<file path="src/rtl/mixed_block_c_hdr_arb_pkg.sv">
// Shared types for the mixedBlockC header arbiter: requester id, beat index,
// header word, the seeSt tag and the arbiter state encoding.
package mixed_block_c_hdr_arb_pkg;

  // Requester id (up to 4 requesters).
  typedef logic [1:0]  c_size_t;
  // Beat index within a burst (1..7).
  typedef logic [2:0]  c_size_plus_t;
  // Header word carried on the cHeaderSt channel.
  typedef logic [12:0] c_header_t;

  // Tag attached to every output beat: who sent it and which beat of the burst.
  typedef struct packed {
    c_size_t      variablec;   // owner id
    c_size_plus_t variablec2;  // beat index, 1-based
  } see_t;

  typedef enum logic {
    ARB_IDLE  = 1'b0,
    ARB_BURST = 1'b1
  } arb_state_t;

  localparam int CSIZE_PLUS      = 3;
  localparam int C_ARB_MAX_BURST = 4;

  // Increment a requester id, wrapping at n.
  function automatic c_size_t wrap_inc(input c_size_t v, input int n);
    if (int'(v) >= n - 1) return '0;
    return c_size_t'(v + 2'd1);
  endfunction

endpackage

</file>
<file path="src/rtl/mixed_block_c_hdr_arb_c_rr_pick.sv">
// Rotate-priority picker: returns the first set bit of elig_i scanning
// start_i, start_i+1, ... modulo NUM_REQ.
module c_rr_pick
  import mixed_block_c_hdr_arb_pkg::*;
#(
  parameter int NUM_REQ = CSIZE_PLUS
) (
  input  logic [NUM_REQ-1:0] elig_i,
  input  c_size_t            start_i,
  output logic               found_o,
  output c_size_t            idx_o
);

  // Walk the candidates in rotated order and keep the first eligible one.
  always_comb begin
    int j;
    // NOTE: every output of a combinational block gets a default first so no latch is inferred.
    found_o = 1'b0;
    idx_o   = '0;
    j       = 0;
    for (int k = 0; k < NUM_REQ; k++) begin
      j = int'(start_i) + k;
      if (j >= NUM_REQ) j = j - NUM_REQ;
      if (!found_o && elig_i[j]) begin
        found_o = 1'b1;
        idx_o   = c_size_t'(j);
      end
    end
  end

endmodule

</file>
<file path="src/rtl/mixed_block_c_hdr_arb.sv">
// Round-robin burst arbiter for the mixedBlockC header channel. One requester
// owns the channel for up to MAX_BURST back-to-back beats; the winning header
// is registered together with a seeSt tag {owner id, beat index}.
module mixed_block_c_hdr_arb
  import mixed_block_c_hdr_arb_pkg::*;
#(
  parameter int NUM_REQ   = CSIZE_PLUS,
  parameter int MAX_BURST = C_ARB_MAX_BURST
) (
  input  logic                  clk,
  input  logic                  rst_n,
  input  logic [NUM_REQ-1:0]    req_mask,
  input  logic [NUM_REQ-1:0]    req_valid,
  input  logic [NUM_REQ*13-1:0] req_hdr,
  output logic [NUM_REQ-1:0]    req_ready,
  output logic                  out_valid,
  input  logic                  out_ready,
  output logic [12:0]           out_hdr,
  output logic [4:0]            out_see,
  output logic                  busy
);

  arb_state_t   state_q, state_d;
  c_size_t      owner_q, owner_d;
  c_size_t      rr_ptr_q, rr_ptr_d;
  c_size_plus_t beat_q, beat_d;
  logic         out_valid_q, out_valid_d;
  c_header_t    out_hdr_q, out_hdr_d;
  see_t         out_see_q, out_see_d;

  logic               load;
  logic [NUM_REQ-1:0] elig;
  logic [NUM_REQ-1:0] owner_onehot;
  logic               cont;
  c_size_t            pick_start;
  logic               pick_found;
  c_size_t            pick_idx;
  logic               grant_found;
  c_size_t            grant_idx;
  c_size_plus_t       grant_beat;
  c_header_t          grant_hdr;

  // Output register may take a new beat when empty or being drained this cycle.
  assign load = !out_valid_q || out_ready;
  assign elig = req_valid & ~req_mask;

  // Burst continuation and the start point for a fresh arbitration.
  always_comb begin
    owner_onehot = NUM_REQ'(1) << owner_q;
    cont         = (state_q == ARB_BURST) && |(elig & owner_onehot) &&
                   (beat_q < c_size_plus_t'(MAX_BURST));
    // On release the old owner moves to lowest priority.
    pick_start   = (state_q == ARB_BURST) ? wrap_inc(owner_q, NUM_REQ) : rr_ptr_q;
  end

  c_rr_pick #(
    .NUM_REQ (NUM_REQ)
  ) u_pick (
    .elig_i  (elig),
    .start_i (pick_start),
    .found_o (pick_found),
    .idx_o   (pick_idx)
  );

  // Resolve this cycle's winner, its beat index and its header.
  always_comb begin
    grant_found = load && (cont || pick_found);
    grant_idx   = cont ? owner_q : pick_idx;
    grant_beat  = cont ? c_size_plus_t'(beat_q + 3'd1) : c_size_plus_t'(1);
    grant_hdr   = '0;
    for (int i = 0; i < NUM_REQ; i++) begin
      if (grant_idx == c_size_t'(i)) grant_hdr = req_hdr[13*i +: 13];
    end
  end

  // One-hot accept towards the winner; held low while in reset.
  always_comb begin
    req_ready = '0;
    for (int i = 0; i < NUM_REQ; i++) begin
      req_ready[i] = rst_n && grant_found && (grant_idx == c_size_t'(i));
    end
  end

  // Next-state logic: burst bookkeeping and round-robin pointer update.
  always_comb begin
    state_d  = state_q;
    owner_d  = owner_q;
    beat_d   = beat_q;
    rr_ptr_d = rr_ptr_q;
    if (load) begin
      if ((state_q == ARB_BURST) && !cont) rr_ptr_d = pick_start;
      if (grant_found) begin
        state_d = ARB_BURST;
        owner_d = grant_idx;
        beat_d  = grant_beat;
      end else begin
        state_d = ARB_IDLE;
      end
    end
  end

  // Output register next values; held while the consumer stalls.
  always_comb begin
    out_valid_d = out_valid_q;
    out_hdr_d   = out_hdr_q;
    out_see_d   = out_see_q;
    if (load) begin
      out_valid_d = grant_found;
      if (grant_found) begin
        out_hdr_d = grant_hdr;
        out_see_d = '{variablec: grant_idx, variablec2: grant_beat};
      end
    end
  end

  // Arbiter state register.
  // NOTE: all state is cleared by the asynchronous reset so a mid-burst reset restarts cleanly.
  always_ff @(posedge clk or negedge rst_n) begin
    if (!rst_n) begin
      state_q  <= ARB_IDLE;
      owner_q  <= '0;
      beat_q   <= '0;
      rr_ptr_q <= '0;
    end else begin
      // NOTE: sequential state uses non-blocking assignments only.
      state_q  <= state_d;
      owner_q  <= owner_d;
      beat_q   <= beat_d;
      rr_ptr_q <= rr_ptr_d;
    end
  end

  // Output beat register; an in-flight beat is discarded on reset.
  always_ff @(posedge clk or negedge rst_n) begin
    if (!rst_n) begin
      out_valid_q <= 1'b0;
      out_hdr_q   <= '0;
      out_see_q   <= '0;
    end else begin
      out_valid_q <= out_valid_d;
      out_hdr_q   <= out_hdr_d;
      out_see_q   <= out_see_d;
    end
  end

  assign out_valid = out_valid_q;
  assign out_hdr   = out_hdr_q;
  assign out_see   = out_see_q;
  assign busy      = (state_q == ARB_BURST);

endmodule

</file>
<file path="config.mk">
export PLATFORM = sky130hd
export DESIGN_NAME = mixed_block_c_hdr_arb
export DESIGN_NICKNAME = d
export VERILOG_FILES = /design/src/rtl/mixed_block_c_hdr_arb_pkg.sv /design/src/rtl/mixed_block_c_hdr_arb_c_rr_pick.sv /design/src/rtl/mixed_block_c_hdr_arb.sv
export SDC_FILE = /design/constraint.sdc
export NUM_CORES = 1
export LEC_CHECK = 0
export ABC_AREA = 1
export BUFFER_PORTS_ARGS = -buffer_cell sky130_fd_sc_hd__buf_2
export CAP_MARGIN = 30
export CORE_ASPECT_RATIO = 0.75
export CORE_MARGIN = 2
export CORE_UTILIZATION = 48
export DETAILED_ROUTE_END_ITERATION = 16
export GPL_TIMING_DRIVEN = 0
export PLACE_DENSITY_LB_ADDON = 0.25
export SLEW_MARGIN = 10
export SYNTH_ARGS = -nofsm -noshare
export SYNTH_HDL_FRONTEND = slang
export SYNTH_SLANG_ARGS = --single-unit
</file>
<file path="constraint.sdc">
create_clock -name clk -period 3.49 [get_ports clk]
set_clock_uncertainty 0.15 [all_clocks]
set_input_delay 0.349 -clock clk [delete_from_list [all_inputs] [get_ports clk]]
set_output_delay 0.349 -clock clk [all_outputs]
set_load 0.05 [all_outputs]
</file>
# Word level (Yosys, flattened, before mapping)
# Index checks and enable logic that the tools add are counted.
[op_classes] eq_ne=2 n_reduce_logical=20 muxes=28 n_shift=1 add_sub_neg=7 bitwise_logic=3 magnitude_cmp=8
[op_table] op="$lt A32 B4 Y1 const B" count=3
[op_table] op="$mux W32" count=3
[op_table] op="$ge A32 B3 Y1 const B" count=2
[op_table] op="$sub A32 B3 Y32 const B" count=2
[op_table] op="$mux W13" count=3
[op_table] op="$mux W2" count=7
[op_table] op="$mux W1" count=11
[op_table] op="$logic_and A1 B1 Y1" count=10
[op_table] op="$and A3 B3 Y3" count=2
[op_table] op="$bmux W1 S2" count=3
[op_table] op="$ge A2 B2 Y1 const B" count=2
[op_table] op="$logic_not A1 Y1" count=4
[op_table] op="$reduce_and A2 Y1" count=2
[op_table] op="$add A2 B1 Y3 const B" count=1
[op_table] op="$add A2 B2 Y3 const B" count=1
[op_table] op="$add A3 B1 Y3 const B" count=1
[op_table] op="$lt A3 B3 Y1 const B" count=1
[op_table] op="$mux W3" count=1
[op_table] op="$not A3 Y3" count=1
[op_table] op="$reduce_or A3 Y1" count=1
[op_table] op="$shl A1 B2 Y3 const A" count=1
[op_table] op="$sub A2 B2 Y3 const B" count=1
[op_table] op="$add A2 B1 Y2 const B" count=1
[op_table] op="$eq A2 B1 Y1 const B" count=1
[op_table] op="other kinds (3)" count=4
[totals] register_bits=22 output_inout_bits=23

# Longest topological paths before layout
[depth] ltp_word=21 mapped_depth=19 ltp_nobuf=19

# Modules after synthesis
# A second synthesis with hierarchy kept.
[hier_totals] cells_unflattened=272 hier_area_um2=1796.7
[by_module_without_submodules] module="mixed_block_c_hdr_arb" instances=1 seq_area_each_um2=525.5 cells_each=221 area_per_inst_um2=1556.5
[by_module_without_submodules] module="c_rr_pick" instances=1 seq_area_each_um2=0.0 cells_each=51 area_per_inst_um2=240.2

# Least setup slack after synthesis
# Ideal clock, no wire load.
[synth_timing] path_type="reg2out" startpoint="register state_q, in the netlist busy" endpoint="output req_ready[0]" t_required_ps=2991 n_path_buf=0 stages_incl_launch_ff=15 setup_slack_ps=-363 t_arrival_ps=3354 path_cell_list="dfrtp_1 o21ai_0 nand2_2 ha_1 o21ai_0 nand2_1 o21ai_2 inv_1 nand3_1 nand2_1 inv_1 nand2_1 nand2_4 nand2_4 nor3_1"
[synth_via] elab_chain_cells=17 word_cells_on_any_way=39 cone_classes="add/sub (5); order compare (3); mux (20); reduce/logical (11)"
[synth_lines] element="start, declared" line_no="mixed_block_c_hdr_arb.sv:23" text="arb_state_t state_q, state_d;"
[synth_lines] element="start signal, assigned" line_no="mixed_block_c_hdr_arb.sv:126" text="state_q <= state_d;"
[synth_lines] element="branches (longest 16 deep; another with $sub A32 B3 Y32)"
[synth_lines] element="$logic_and A1 B1 Y1 *" line_no="mixed_block_c_hdr_arb.sv:80" text="req_ready[i] = rst_n && grant_found && (grant_idx == c_size_t'(i));"
[synth_lines] element="end, declared" line_no="mixed_block_c_hdr_arb.sv:15" text="output logic [NUM_REQ-1:0] req_ready,"
# Mark *: on every way between the ends. The select of a mux whose other input is x is not followed.

# Worst setup path in the final report
[layout_timing] startpoint="register state_q, in the netlist busy" endpoint="output req_ready[2]"
# Same word-level chain as after synthesis.

==> metrics.csv <==
stage,metric,value,unit
outcome,status,"complete, no violations",
clock_network,cts-buffers-inserted,3,
finish,drive_gt1_share,39.8,%
synth,synthTopCellsByArea,"dfrtp_1, nand2_1, nand3_1",
finish,final_cells,362,
grt,grt_util_all_layers,20.7,%
finish,diodes,0,
synth,synth-simple-area-share,51.7,%
synth,synth_top_family_by_area,simple AND/OR/NAND/NOR gates,
drt,drc,0,
clock_network,clockRootBuffer,clkbuf_8,
clock_network,cts_tree,done,
clock_network,clockBufferDepth,2,
clock_network,insertion_delay,260,ps
sta,setup_viol,0,
setup_path,startpoint_type,flop,
drt,ant_nets,0,
synth,ys_seq_area_share,30.9,%
synth,ys_warn_count,0,
placement,placedCellCount,356,
setup_path,critPathMaxStageDelay,450,ps
setup_path,critical_path.top_delay_family,simple AND/OR/NAND/NOR gates,
finish,final_util,65.6,%
setup_path,cp_num_buf_inv,4,
placement,io_buffers,70,
synth,synth_nets,296,
grt,grt_max_degree,23,
grt,grt_antenna_before_repair,0,
drt,drt_iter0_markers,89,
job,cap_violations,0,
sta,maxSlewHeadroom,66.4,%
synth,yosys.area.top_type_share,30.9,%
die,dieArea,0.00404,mm²
drt,vias,1819,
placement,gp_congestion,0.831,
setup_path,reg2reg_slack,790,ps
setup_path,required,2990,ps
synth,synth_compound_gate_area_share,5.00,%
sta,finalHoldWorstSlack,141,ps
die,core-area,0.00333,mm²
synth,synth_xor_xnor_area_share,0,%
grt,grt_pass1_vias,1567,
finish,fillerInstances,320,
drt,wl_per_cell,11.4,µm
synth,synthCells,246,
clock_network,cts.sinks,21,
synth,syn_area_per_cell,6.91,µm²
setup_path,worstSetupPathType,reg2out,
finish,area_delta_synth_final,28.6,%
finish,nNetsFinal,373,
die,die_h,55.5,µm
synth,synth.distinct_cells,28,
worst_hold_path,hp-class,in2reg,
drt,via_per_inst,5.02,
die,num_rows,18,
clock_network,cts.htree.levels,1,
sta,max_clock_freq,306,MHz
grt,grt_overflow_total,0,
setup_path,cpMaxStageDelayCell,dfrtp_2,
synth,synthMuxAreaShare,0,%
sta,rsz0062_at_grt,false,
sta,tightest_slew,503,ps
sta,finalCriticalPeriod,3260,ps
setup_path,critical_path.max_fanout,10,
sta,final.period_utilization,93.5,%
die,fp.dieW,72.7,µm
placement,dp_hpwl,3.17,mm
setup_path,cp_data_arrival_time,2770,ps
synth,ys_ff_latch,21,
drt,routed_wl,4.11,mm
die,pin_count,71,
sta,slew_viol_final,0,
sta,hold_viol_final,0,
setup_path,cp-end-kind,output port,
clock_network,clk_pin_slew,80,ps
synth,synthAdderAreaFrac,1.47,%
setup_path,path_cells,or2_1 -> nand2_4 -> ha_2 -> nand2_1 -> o21ai_1 -> nand2_1 -> o21ai_2 -> inv_1 -> nand3_2 -> nand3_2 -> nand2_4 -> nand2_8 -> inv_8 -> buf_6 -> nor2_1 -> buf_2,
synth,synth_area,0.00170,mm²
finish,regArea,527,µm²
sta,finalSetupTns,0,ps
synth,yosysTopAreaCell,dfrtp_1,
grt,grt_pass1_wl,6.84,mm
drt,dr.pass1.iters,4,
finish,multi_input_area,0.00101,mm²
die,start_util,51.0,%
[cells in the mapped netlist]
library cell / instances
o211ai_1: 1
or2_1: 1
nand2_4: 5
nor2_4: 3
o21ai_1: 1
nand3_2: 3
o21a_1: 1
ha_1: 2
o21ai_2: 1
buf_12: 1
buf_6: 3
nor3_1: 2
dfrtp_1: 21
nor2_2: 14
o21ai_4: 1
nand4_2: 1
nor2_1: 19
o21ai_0: 7
nand2_1: 76
buf_4: 2
inv_2: 5
inv_8: 1
nand3_1: 37
a21oi_1: 1
nand2_8: 1
nand4_1: 5
inv_1: 23
nand2_2: 8
[cell type report]
class / count / share of cell area (%)
timing repair buffer: 72 / 17.0
multi-input combinational: 190 / 46.0
sequential: 21 / 24.1
buffer: 6 / 3.15
inverter: 29 / 5.32
clock inverter: 1 / 0.229
clock buffer: 3 / 1.89
tap: 40 / 2.29
[repair_timing]
action,CTS,global route
endpoints found under the hold margin,21,0
gates resized for setup,0,9
endpoints found under the setup margin,0,3
hold buffers,1,0
buffers inserted,0,1
[state kept, by name (all words and copies together) (netlist names)]
name	flops
busy	1
rr_ptr_q	2
out_see	5
out_hdr	13
[cell usage in the layout, fill, tap and decap left out, drive strengths merged, types with 2 or more instances in the layout]
master and n:
dfrtp 21, nand4 6, inv 29, clkbuf 4, nand2 90, ha 2, nor3 2, nor2 36
buf 76, o21ai 10, nand3 40
[routing by layer]
metal	wire, µm	track usage (%)	up-vias
met3	225	4.38	2
met1	2010	30.8	822
met5	0	0	-
li1	-	-	934
met4	13	2.38	0
met2	1860	31.9	61
[worst register-to-register path, cell delays in order, from the launching register on]
cell	delay, ps
dfrtp_2	450
or2_1	270
nand2_4	120
ha_2	330
o21ai_1	150
nand2_1	80
o21ai_2	110
inv_1	110
nand3_2	90
nand3_2	100
nand2_4	120
nand2_8	90
inv_8	80
buf_12	130
nand3_1	80
nand3_1	100
nand2_1	50
[cells by family (layout without fill, tap and decap cells)]
logic type / count (synthesis) / after routing
simple gates: 175 / 175
buf+inv: 35 / 111
flops: 21 / 21
compound gates: 13 / 13
fa+ha+maj: 2 / 2
[final timing paths]
check                      cells after the start                      to                   start
setup / recovery                              16            req_ready[2]        busy$_DFFE_PN0P_
hold / removal                                 2        busy$_DFFE_PN0P_               out_ready
setup reg to reg                              16  out_hdr[1]$_DFFE_PN0P_        busy$_DFFE_PN0P_
hold reg to reg                                2  out_hdr[4]$_DFFE_PN0P_  out_hdr[4]$_DFFE_PN0P_
max in group asynchronous                      2        busy$_DFFE_PN0P_                   rst_n
min in group asynchronous                      2  out_hdr[4]$_DFFE_PN0P_                   rst_n
[through the flow]
stage,instance area [µm²],setup slack [ps]
final,2190,226
after global routing,2190,1.72
after CTS,2160,26.8
after detailed placement,2110,323
after global placement,2110,361
after floorplan,1710,36.4
Power is not shown: default switching activity piles up to over one toggle a cycle in this logic, so the estimate is an artifact.
